<file path="config.mk">
export PLATFORM = sky130hd
export DESIGN_NAME = mem_access_arbiter
export DESIGN_NICKNAME = d
export VERILOG_FILES = /design/src/rtl/mem_access_arbiter.sv
export SDC_FILE = /design/constraint.sdc
export NUM_CORES = 1
export LEC_CHECK = 0
export ABC_AREA = 1
export CAP_MARGIN = 20
export CORE_MARGIN = 10
export CORE_UTILIZATION = 43
export CTS_BUF_LIST = sky130_fd_sc_hd__clkbuf_16
export CTS_CLUSTER_DIAMETER = 100
export DETAILED_ROUTE_END_ITERATION = 8
export PLACE_DENSITY = 0.83
export SLEW_MARGIN = 20
export SYNTH_ARGS = -nofsm -noshare
export SYNTH_HDL_FRONTEND = slang
export SYNTH_SLANG_ARGS = --single-unit
export TNS_END_PERCENT = 20
</file>
<file path="constraint.sdc">
create_clock -name clk -period 1.7 [get_ports clk]
set_clock_uncertainty 0.15 [all_clocks]
set_input_delay 0.255 -clock clk [delete_from_list [all_inputs] [get_ports clk]]
set_output_delay 0.255 -clock clk [all_outputs]
set_load 0.05 [all_outputs]
</file>
<file path="src/rtl/mem_access_arbiter.sv">
// Purpose: shares one single-port memory array between two requesters and drives its rw/sleep controls.
// Latency: ack two cycles after a request seen in IDLE; from SLEEP WAKE_CYCLES+3 cycles.
// Backpressure: a requester holds req until its one-cycle ack; losers wait. Macro MEM_ARB_FIXED_PRIORITY_EN selects fixed priority.
module mem_access_arbiter #(
  parameter int ADDR_W      = 4,
  parameter int DATA_W      = 8,
  parameter int IDLE_CYCLES = 4,
  parameter int WAKE_CYCLES = 2
) (
  input  logic              clk,
  input  logic              _rst,
  input  logic              req0,
  input  logic              we0,
  input  logic [ADDR_W-1:0] addr0,
  input  logic [DATA_W-1:0] wdata0,
  input  logic              req1,
  input  logic              we1,
  input  logic [ADDR_W-1:0] addr1,
  input  logic [DATA_W-1:0] wdata1,
  output logic              ack0,
  output logic              ack1,
  output logic [DATA_W-1:0] rdata,
  output logic              mem_rw,
  output logic              mem_sleep,
  output logic [ADDR_W-1:0] mem_addr,
  output logic [DATA_W-1:0] mem_din,
  input  logic [DATA_W-1:0] mem_dout
);

  typedef enum logic [1:0] {
    ST_SLEEP  = 2'd0,
    ST_WAKE   = 2'd1,
    ST_IDLE   = 2'd2,
    ST_ACCESS = 2'd3
  } state_t;

  // Idle counter must be able to hold IDLE_CYCLES; wake counter counts 0..WAKE_CYCLES-1.
  localparam int IC_W = (IDLE_CYCLES > 0) ? $clog2(IDLE_CYCLES + 1) : 1;
  localparam int WC_W = (WAKE_CYCLES > 1) ? $clog2(WAKE_CYCLES) : 1;
  localparam logic [IC_W-1:0] IDLE_LAST = IC_W'(IDLE_CYCLES);
  localparam logic [WC_W-1:0] WAKE_LAST = WC_W'(WAKE_CYCLES - 1);

  state_t          state;
  logic [IC_W-1:0] idle_cnt;
  logic [WC_W-1:0] wake_cnt;
  logic            win;
  logic            eff0;
  logic            eff1;
  logic            grant_vld;
  logic            grant_sel;
`ifndef MEM_ARB_FIXED_PRIORITY_EN
  logic            rr_ptr;
`endif

  // Winner selection; a requester is masked during its own ack cycle so a held req is not re-granted.
  always_comb begin
    eff0 = req0 & ~ack0;
    eff1 = req1 & ~ack1;
`ifdef MEM_ARB_FIXED_PRIORITY_EN
    // A held req0 (even while masked) keeps requester 1 out, so requester 0 owns the array while it asks.
    grant_vld = eff0 | (eff1 & ~req0);
    grant_sel = ~eff0;
`else
    grant_vld = eff0 | eff1;
    grant_sel = (eff0 & eff1) ? rr_ptr : eff1;
`endif
  end

  // Access sequencer and power FSM; every output is a register updated here.
  always_ff @(posedge clk or negedge _rst) begin
    if (!_rst) begin
      state     <= ST_SLEEP;
      mem_sleep <= 1'b1;
      mem_rw    <= 1'b0;
      mem_addr  <= '0;
      mem_din   <= '0;
      ack0      <= 1'b0;
      ack1      <= 1'b0;
      rdata     <= '0;
      win       <= 1'b0;
      idle_cnt  <= '0;
      wake_cnt  <= '0;
`ifndef MEM_ARB_FIXED_PRIORITY_EN
      rr_ptr    <= 1'b0;
`endif
    end else begin
      ack0 <= 1'b0;
      ack1 <= 1'b0;
      case (state)
        ST_SLEEP: begin
          if (req0 | req1) begin
            state     <= ST_WAKE;
            mem_sleep <= 1'b0;
            wake_cnt  <= '0;
          end
        end
        ST_WAKE: begin
          if (wake_cnt == WAKE_LAST) begin
            state    <= ST_IDLE;
            wake_cnt <= '0;
            idle_cnt <= '0;
          end else begin
            wake_cnt <= wake_cnt + 1'b1;
          end
        end
        ST_IDLE: begin
          // Timeout is checked first: a request arriving as the counter expires waits for the next wake.
          if ((IDLE_CYCLES != 0) && (idle_cnt == IDLE_LAST)) begin
            state     <= ST_SLEEP;
            mem_sleep <= 1'b1;
            idle_cnt  <= '0;
          end else if (grant_vld) begin
            state    <= ST_ACCESS;
            win      <= grant_sel;
            mem_rw   <= grant_sel ? we1 : we0;
            mem_addr <= grant_sel ? addr1 : addr0;
            mem_din  <= grant_sel ? wdata1 : wdata0;
            idle_cnt <= '0;
`ifndef MEM_ARB_FIXED_PRIORITY_EN
            rr_ptr   <= ~grant_sel;
`endif
          end else if (IDLE_CYCLES != 0) begin
            idle_cnt <= idle_cnt + 1'b1;
          end
        end
        ST_ACCESS: begin
          if (!mem_rw) begin
            rdata <= mem_dout;
          end
          ack0  <= ~win;
          ack1  <= win;
          state <= ST_IDLE;
        end
        default: begin
          state     <= ST_SLEEP;
          mem_sleep <= 1'b1;
        end
      endcase
    end
  end

endmodule

</file>
* Word level (Yosys, flattened, before mapping) *
Cells that the tools add are included.

operators by class
  $add $sub $neg = 2
  equality and inequality tests = 8
  mux-type cells = 20
  bitwise operators = 11
  reduce and logical (&&, ||, !) cells = 10

operator list
  cell                   count
  $mux W3                3
  $reduce_and A3 Y1      3
  $mux W2                4
  $mux W8                1
  $pmux W2 S4            1
  $mux W1                7
  $ne A2 B2 Y1 const B   3
  $not A1 Y1             6
  $pmux W3 S2            1
  $reduce_and A2 Y1      3
  $reduce_bool A2 Y1     3
  $eq A2 B2 Y1 const B   2
  $mux W4                1
  $pmux W1 S2            2
  $add A3 B1 Y3 const B  1
  $and A1 B1 Y1          3
  $eq A3 B3 Y1 const B   1
  $ne A3 B3 Y1 const B   1
  $eq A2 B1 Y1 const B   1
  $logic_not A2 Y1       1
  $or A1 B1 Y1           2
  $add A1 B1 Y1 const B  1

word-level totals
  register bits after elaboration = 32
  input bits = 38
  output and inout port bits = 24
  logic and storage cells = 63

* Logic depth before layout (Yosys ltp) *
Gate-level depths: netlist of the first run.

  depth after elaboration = 6
  gate-level depth with buffers = 10
  depth with buffers taken out = 9

* Worst setup path before layout of the first run *
No wires, ideal clock.

  kind = register to register
  start = reg ack0
  end = reg mem_rw
  setup time = 0.118 ns
  arrival time = 1.348 ns
  required time = 1.432 ns
  slack = 0.084 ns
  cell stages (with the launch flop) = 9
  path buffers = 1
  clock period less this slack = 1.616 ns
  cells stage by stage = dfrtp_1 -> inv_1 -> nand3_1 -> nand2_1 -> buf_4 -> nand2_1 -> nand2_1 -> nand2_1 -> nand2_1

on the way
  cells in the longest elaborated chain, start to end = 5
  elaborated cells on any way between the ends = 7
  those cells by class = 2 x mux; 4 x bitwise; 1 x reduce/logical

RTL lines
  element                 RTL line  RTL
  from (decl)             20        output logic ack0,
  from (signal assigned)  130       ack0 <= ~win;
  $not A1 Y1 *            57        eff0 = req0 & ~ack0;
  $and A1 B1 Y1 *         57
  $and A1 B1 Y1           65        grant_sel = (eff0 & eff1) ? rr_ptr : eff1;
  $mux W1                 65
  $mux W1                 115       mem_rw <= grant_sel ? we1 : we0;
  to (signal assigned)    115
  to (decl)               23        output logic mem_rw,

Mark *: on every way between the ends. The rest lies on a longest branch, timed or not.
A chain may end at the register's enable or synchronous reset.

* Final worst setup path of the first run *
  start = reg idle_cnt[0]
  end = reg mem_din[6]

on the way
  cells in the longest elaborated chain, start to end = 3

RTL lines
  element                             RTL line  RTL
  from (decl)                         44        logic [IC_W-1:0] idle_cnt;
  from (signal assigned)              123       idle_cnt <= idle_cnt + 1'b1;
  $eq A3 B3 Y1                        108       if ((IDLE_CYCLES != 0) && (idle_cnt == IDLE_LAST)) begin
  $not A1 Y1 (no source line)         --
  $reduce_and A3 Y1 (no source line)  --
  to (signal assigned)                117       mem_din <= grant_sel ? wdata1 : wdata0;
  to (decl)                           26        output logic [DATA_W-1:0] mem_din,

Every way passes these cells.

==> impl_metrics.csv, run 1 <==
group,metric,value,unit
clocking,cts_root_buffer,"clkbuf_16",
routing,avgRoutedWirePerCell,12.6,µm
status,status,"finished, final reports clean",
clocking,postCtsSetupBuffers,0,
worst_setup_path,cp_max_fo,8,
synth,yosys.area.top_type,"dfrtp_1",
routing,vias_per_cell,4.63,
clocking,cts_max_path_buffers,2,
cells_and_area,finalNetCount,310,
grt,antenna_found_initial,0,
die,rows,22,
cells_and_area,area_growth,51.0,%
cells_and_area,final.fill_count,319,
routing,firstDrtPassIters,4,
grt,grt.overflow.total,0,
die,io_pins,62,
grt,grt_pass1_vias,1487,
pwr,power.leakage,1.28,nW
die,die_x,81.1,µm
synth,ys_ff_latch,32,
cells_and_area,drive_gt1_share,20.3,%
place,place_area,2260,µm²
synth,syn_area,1610,µm²
place,post-dp-hpwl,3080,µm
routing,ant_nets,0,
clocking,h-tree-depth,2,
timing,worst_pin_slew,388,ps
die,core,3630,µm²
cells_and_area,final_cells,319,
die,die_y,81.1,µm
timing,final_max_slew_viol_count,0,
place,placed_cells,311,
hold_path,hold_class,"input pin to async pin",
clocking,cts_tree,"built",
routing,first_iter_violations,68,
worst_setup_path,critical_path_class,"flop to flop",
cells_and_area,diodes,0,
die,dieArea,6580,µm²
clocking,clk_pin_slew,50,ps
synth,ys_types,22,
synth,postSynthAreaPerCell,7.99,µm²
timing,fin_crit,1550,ps
pwr,cellPowerDensity,2060,nW/µm²
timing,rsz0062_at_grt,"false",
worst_setup_path,start_kind,"flop",
place,portBuffers,61,
pwr,vdd_ir_drop_max,0.993,mV
worst_setup_path,critPathRequiredTime,1710,ps
synth,synth_top_area_share,48.3,%
timing,setup_viol,0,
clocking,clock_latency,270,ps
synth,syn-instance-count,201,
routing,drc,0,
place,routabilityCongestion,0.773,
synth,yosysSeqAreaShare,50.0,%
routing,num_vias,1477,
timing,finalSetupTns,0,ps
timing,timing.hold.ws,199,ps
timing,period_share,91.5,%
grt,grt_pass1_wl,6600,µm
pwr,finalPower,4.99,mW
synth,ys.warnings.count,0,
clocking,numCtsBuffers,5,
timing,max_slew_margin,74.1,%
timing,fmax,643,MHz
run,drv_cap,0,
worst_setup_path,crit_arrival,1560,ps
die,start_util,44.2,%
worst_setup_path,endpoint_kind,"flop",
cells_and_area,design_area,2420,µm²
synth,yosys-top-cells-area,"dfrtp_1, nand2_1, nand3_1",
synth,syn-num-nets,241,
cells_and_area,final_common_cell,"nand2_1",
grt,grt_max_degree,33,
routing,wirelength,4010,µm
clocking,cts.sinks,32,
timing,hold_viol,0,
grt,grt_usage,12.6,%
worst_setup_path,worst-r2r-cell-count,9,
cells_and_area,final_cell_mix,"nand2_1, clkdlybuf4s50_1, dfrtp_1",
-- stage by stage --
stage / setup slack (ps) / utilization [%]
floorplan: 84.0 / -
global placement: 89.3 / 62.2
detailed placement: 62.0 / 62.2
CTS: 108 / 66.7
global route: 19.3 / 66.7
finish: 145 / 66.7
-- cell usage after synthesis, drive strengths merged --
library cell	count
inv	20
or2	1
ha	2
xnor2	1
o21ai	15
a31oi	1
nor3	1
dfrtp	31
a21oi	1
nor2	8
nand3	17
nand2	94
buf	7
dfstp	1
clkinv	1
-- report_power, final --
part	internal [mW]	switching, mW
clock	0.678	0.283
combinational	0.902	1.78
sequential	1.12	0.226
-- kinds of logic (layout without fill, tap and decap cells) --
| kind of cell | count (synthesis) | after routing | synth area share, % |
|---|---|---|---|
| and+or+nand+nor | 121 | 121 | 31.4 |
| adders and majority gates | 2 | 2 | 1.56 |
| buffers and inverters | 28 | 98 | 9.27 |
| AOI/OAI and AO/OA | 17 | 17 | 7.25 |
| xor gates and xnor gates | 1 | 1 | 0.546 |
| DFF | 32 | 32 | 50.0 |
-- area by class of cell --
class | instances | area, µm² | area share, %
tap | 48 | 60.1 | 2.48
clock buffer | 5 | 125 | 5.16
clock inverter | 3 | 37.5 | 1.55
multi-input combinational | 141 | 654 | 27.0
timing repair buffer | 69 | 661 | 27.3
inverter | 21 | 83.8 | 3.46
sequential | 32 | 802 | 33.1
-- per-layer routing --
metal,up-vias,track usage (%),part of all wire (%)
met5,-,0,0
met4,0,5.36,0.90
met3,2,5.08,7.7
met2,40,21.4,50
met1,674,13.6,41
li1,761,-,-
-- flip-flops by register name, summed over array words and instances (netlist names) --
| name | flops |
|---|---|
| mem_din | 8 |
| rdata | 8 |
| mem_addr | 4 |
| idle_cnt | 3 |
| state | 2 |
| ack0 | 1 |
| ack1 | 1 |
| mem_rw | 1 |
| mem_sleep | 1 |
| rr_ptr | 1 |
| wake_cnt | 1 |
| win | 1 |
-- worst paths after layout --
path	from	to	slack, ps
worst max-delay path	idle_cnt[0]$_DFFE_PN0P_	mem_din[6]$_DFFE_PN0P_	150
worst min-delay path	_rst	mem_din[3]$_DFFE_PN0P_	200
worst max register to register	idle_cnt[0]$_DFFE_PN0P_	mem_din[6]$_DFFE_PN0P_	150
worst min register to register	win$_DFFE_PN0P_	ack0$_DFF_PN0_	330
max in group asynchronous	_rst	mem_sleep$_DFFE_PN1P_	960
min in group clk	win$_DFFE_PN0P_	ack0$_DFF_PN0_	330
-- critical path: stages (launching register included) --
cell and delay, ps:
dfrtp_1 350, inv_1 70, ha_1 210, nand2_1 90
inv_1 70, nor2_4 130, nand2_4 100, buf_4 170
nand2_1 60, nand2_1 50
-- timing repair --
item / CTS / global route
setup endpoints to repair: 0 / 1
resized for setup: 0 / 1
hold buffers: 0 / 0
No activity file was read; power rests on OpenSTA's default activity.
==> run 2: changes to the inputs <==
--- a/config.mk
+++ b/config.mk
@@ -7,7 +7,7 @@
 export LEC_CHECK = 0
 export ABC_AREA = 1
 export CAP_MARGIN = 20
-export CORE_MARGIN = 10
+export CORE_MARGIN = 2
 export CORE_UTILIZATION = 43
 export CTS_BUF_LIST = sky130_fd_sc_hd__clkbuf_16
 export CTS_CLUSTER_DIAMETER = 100
==> impl_metrics.csv, run 2 (synthesized netlist as in run 1, its figures left out) <==
group,metric,value,unit
timing,max_slew_margin,74.8,%
pwr,vdd_ir_drop_max,0.929,mV
timing,fin_crit,1590,ps
status,status,"finished, final reports clean",
pwr,swShare,46.2,%
pwr,seq_power_share,27.2,%
grt,grt_max_degree,33,
cells_and_area,drive_gt1_share,20.3,%
worst_setup_path,worst-path-stages,9,
clocking,numCtsBuffers,5,
cells_and_area,largest_registers,"mem_din: 8 flops, rdata: 8 flops, mem_addr: 4 flops",
pwr,combPwrFrac,53.2,%
worst_setup_path,cp_max_fo,10,
die,core,3630,µm²
pwr,intPower,2.68,mW
cells_and_area,seqCellArea,802,µm²
worst_setup_path,crit_arrival,1580,ps
die,rows,22,
worst_setup_path,critPathRequiredTime,1690,ps
run,drv_cap,0,
worst_setup_path,start_kind,"flop",
routing,ant_nets,0,
routing,avgRoutedWirePerCell,11.6,µm
timing,fmax,629,MHz
die,io_pins,62,
place,portBuffers,61,
clocking,hold_buffers,0,
cells_and_area,final.fill_count,306,
place,post-dp-hpwl,2730,µm
grt,antenna_found_initial,0,
place,place_area,2250,µm²
clocking,cts_tree,"built",
routing,vias_per_cell,4.71,
clocking,cts_max_path_buffers,2,
pwr,switchingPower,2.31,mW
grt,grt_pass1_vias,1434,
worst_setup_path,worst-r2r-cell-count,9,
timing,setup_viol,0,
grt,grt_usage,19.9,%
routing,drc,0,
worst_setup_path,cp_cell_sequence,"inv_1 > ha_1 > nand2_1 > inv_1 > nor2_4 > nand2_4 > buf_4 > nand2_1 > nand2_1",
worst_setup_path,cp.buffers_inverters,3,
worst_setup_path,crit_slowest_cell,"dfrtp_1",
timing,rsz0062_at_grt,"false",
routing,first_iter_violations,79,
worst_setup_path,path_delay_family,"simple AND/OR/NAND/NOR gates",
die,die_x,65.1,µm
routing,num_vias,1501,
hold_path,hold_class,"input pin to async pin",
worst_setup_path,max_stage_delay,350,ps
timing,period_share,93.5,%
cells_and_area,multi_input_area,654,µm²
timing,finalSetupTns,0,ps
clocking,cts.sinks,32,
cells_and_area,finalNetCount,310,
die,die_y,65.1,µm
cells_and_area,final_util,66.4,%
clocking,clock_latency,270,ps
worst_setup_path,critical_path_class,"flop to flop",
timing,hold_viol,0,
die,dieArea,4240,µm²
place,routabilityCongestion,0.788,
cells_and_area,final_cell_mix,"nand2_1, clkdlybuf4s50_1, dfrtp_1",
pwr,power.leakage,1.27,nW
timing,final_max_slew_viol_count,0,
routing,firstDrtPassIters,4,
cells_and_area,diodes,0,
pwr,clkPwrFrac,19.6,%
clocking,cts_root_buffer,"clkbuf_16",
worst_setup_path,crit_top_cell,"nand2_1",
clocking,h-tree-depth,2,
cells_and_area,design_area,2410,µm²
cells_and_area,final_common_cell,"nand2_1",
cells_and_area,area_growth,50.2,%
routing,wirelength,3710,µm
pwr,cellPowerDensity,2070,nW/µm²
die,start_util,44.2,%
worst_setup_path,endpoint_kind,"flop",
timing,worst_pin_slew,378,ps
grt,grt_pass1_wl,6460,µm
clocking,clk_pin_slew,50,ps
grt,grt.overflow.total,0,
run 2: what timing repair did:
action / 4_1_cts / 5_1_grt
resized for setup: 0 / 2
setup buffers: 0 / 0
setup endpoints to repair: 0 / 7
run 2: area by class of cell:
class                      instances  share of cell area [%]
tap                               48                    2.49
inverter                          21                    3.48
clock inverter                     3                    1.56
multi-input combinational        141                    27.1
sequential                        32                    33.3
timing repair buffer              69                    26.9
clock buffer                       5                    5.19
run 2: power groups by stage:
stage               Combinational (mW)  Clock (mW)  Sequential, mW
floorplan                         1.00           0            2.23
global placement                  2.61           0            1.35
detailed placement                2.67           0            1.36
CTS                               2.68       0.994            1.36
global route                      2.90        1.05            1.40
finish                            2.66       0.979            1.36
run 2: final timing paths:
| check | startpoint | to | slack [ps] |
|---|---|---|---|
| worst min-delay path | _rst | mem_din[4]$_DFFE_PN0P_ | 200 |
| max in group asynchronous | _rst | mem_sleep$_DFFE_PN1P_ | 970 |
| worst max register to register | idle_cnt[0]$_DFFE_PN0P_ | mem_din[5]$_DFFE_PN0P_ | 110 |
| min in group clk | win$_DFFE_PN0P_ | ack0$_DFF_PN0_ | 310 |
| worst max-delay path | idle_cnt[0]$_DFFE_PN0P_ | mem_din[5]$_DFFE_PN0P_ | 110 |
| worst min register to register | win$_DFFE_PN0P_ | ack0$_DFF_PN0_ | 310 |
run 2: routing by layer:
layer	GRT usage [%]	up-vias	routed length [µm]
li1	-	753	-
met1	25.0	698	1560
met5	0	-	0
met4	7.55	0	43
met2	32.9	46	1880
met3	5.65	4	224
run 2: stage by stage:
step	hold WS [ps]	std cells	setup WS [ps]	power, mW
after global routing	222	319	21.6	5.35
after CTS	206	319	107	5.03
after floorplan	-191	201	84.0	3.23
final	197	319	111	4.99
after global placement	292	311	81.9	3.96
after detailed placement	297	311	4.07	4.03
==> run 3: changes to the inputs <==
--- a/config.mk
+++ b/config.mk
@@ -7,7 +7,6 @@
 export LEC_CHECK = 0
 export ABC_AREA = 1
 export CAP_MARGIN = 20
-export CORE_MARGIN = 2
 export CORE_UTILIZATION = 43
 export CTS_BUF_LIST = sky130_fd_sc_hd__clkbuf_16
 export CTS_CLUSTER_DIAMETER = 100
==> impl_metrics.csv, run 3 (synthesized netlist as in run 1, its figures left out) <==
group,metric,value,unit
status,status,"finished, final reports clean",
timing,fin_crit,1550,ps
routing,vias_per_cell,4.64,
timing,rsz0062_at_grt,"false",
cells_and_area,final_cells,314,
cells_and_area,multi_input_area,654,µm²
cells_and_area,design_area,2400,µm²
routing,ant_nets,0,
routing,first_iter_violations,60,
place,routabilityCongestion,0.774,
worst_setup_path,r2r_setup_slack,150,ps
routing,avgRoutedWirePerCell,10.9,µm
worst_setup_path,cp_max_fo,12,
pwr,power.leakage,1.26,nW
cells_and_area,final_util,69.2,%
die,die_y,63.1,µm
place,portBuffers,61,
cells_and_area,final_common_cell,"nand2_1",
cells_and_area,largest_registers,"mem_din: 8 flops, rdata: 8 flops, mem_addr: 4 flops",
routing,firstDrtPassIters,4,
routing,drc,0,
timing,max_slew_margin,74.7,%
pwr,cellPowerDensity,2060,nW/µm²
timing,period_share,91.3,%
place,place_area,2240,µm²
pwr,finalPower,4.94,mW
clocking,clk_pin_slew,50,ps
cells_and_area,finalNetCount,307,
timing,finalSetupTns,0,ps
grt,grt_usage,19.4,%
timing,worst_pin_slew,380,ps
timing,setup_viol,0,
clocking,h-tree-depth,2,
clocking,cts_max_path_buffers,2,
clocking,hold_buffers,0,
worst_setup_path,start_kind,"flop",
cells_and_area,seqCellArea,802,µm²
pwr,vdd_ir_drop_max,0.887,mV
worst_setup_path,critical_path_class,"flop to flop",
cells_and_area,diodes,0,
grt,antenna_found_initial,0,
clocking,cts.sinks,32,
worst_setup_path,critPathRequiredTime,1730,ps
grt,grt.overflow.total,0,
routing,wirelength,3420,µm
cells_and_area,final.fill_count,290,
routing,num_vias,1456,
run,drv_cap,0,
worst_setup_path,crit_arrival,1590,ps
worst_setup_path,reg2reg_from,"idle_cnt[0]$_DFFE_PN0P_",
cells_and_area,final_cell_mix,"nand2_1, clkdlybuf4s50_1, dfrtp_1",
die,core,3470,µm²
clocking,clock_latency,270,ps
timing,final_max_slew_viol_count,0,
cells_and_area,drive_gt1_share,19.4,%
clocking,numCtsBuffers,5,
cells_and_area,area_growth,49.4,%
grt,grt_pass1_vias,1434,
grt,grt_max_degree,33,
timing,fmax,644,MHz
die,die_x,63.1,µm
worst_setup_path,r2r-end,"win$_DFFE_PN0P_",
hold_path,hold_class,"input pin to async pin",
die,start_util,46.3,%
clocking,cts_root_buffer,"clkbuf_16",
clocking,cts_tree,"built",
place,post-dp-hpwl,2510,µm
die,io_pins,62,
timing,finalWorstSetupSlack,148,ps
timing,hold_viol,0,
place,placed_cells,306,
grt,grt_pass1_wl,5960,µm
worst_setup_path,endpoint_kind,"flop",
place,place_ws,36.5,ps
die,rows,21,
worst_setup_path,worst-r2r-cell-count,8,
timing,timing.hold.ws,194,ps
die,dieArea,3980,µm²
-- run 3: cell count changes in the layout (fill, tap and decap cells not counted), sizes merged --
cell  change
buf       -3
-- run 3: cell type report --
cell class,count,area share (%)
sequential,32,33.4
clock inverter,3,1.56
tap,46,2.40
timing repair buffer,66,26.6
inverter,21,3.50
clock buffer,5,5.22
multi-input combinational,141,27.3
-- run 3: worst max path at each step --
stage	cells after the start	slack [ps]	to	start
2_1_floorplan	8	80	mem_rw$_DFFE_PN0P_	ack0$_DFF_PN0_
3_3_place_gp	7	60	mem_din[1]$_DFFE_PN0P_	req0
3_5_place_dp	7	40	mem_addr[2]$_DFFE_PN0P_	req0
4_1_cts	4	120	rdata[7]$_DFFE_PN0P_	state[1]$_DFFE_PN0P_
5_1_grt	9	60	mem_rw$_DFFE_PN0P_	idle_cnt[0]$_DFFE_PN0P_
6_report	8	150	win$_DFFE_PN0P_	idle_cnt[0]$_DFFE_PN0P_
-- run 3: routing by layer --
layer  track usage, %  wire length (µm)  vias up
met4             8.72                52        0
met3             4.53               209        6
li1                 -                 -      752
met1             22.6              1470      643
met5                0                 0        -
met2             33.5              1690       55
-- run 3: power breakdown --
group	switching [mW]	internal, mW	total (mW)
clock	0.282	0.678	0.960
combinational	1.76	0.877	2.64
sequential	0.221	1.12	1.34
total	2.26	2.68	4.94
-- run 3: critical path, cell delays in order, from the launching register on --
cell     delay, ps
dfrtp_1        350
inv_1           80
ha_1           190
nand2_1         80
inv_1           70
nor2_4         130
nand2_4        110
buf_12         160
o21ai_0        150
-- run 3: repair_timing --
action	4_1_cts	5_1_grt
setup buffers	0	0
resized for setup	0	1
endpoints found under the hold margin	0	0
setup endpoints to repair	0	2
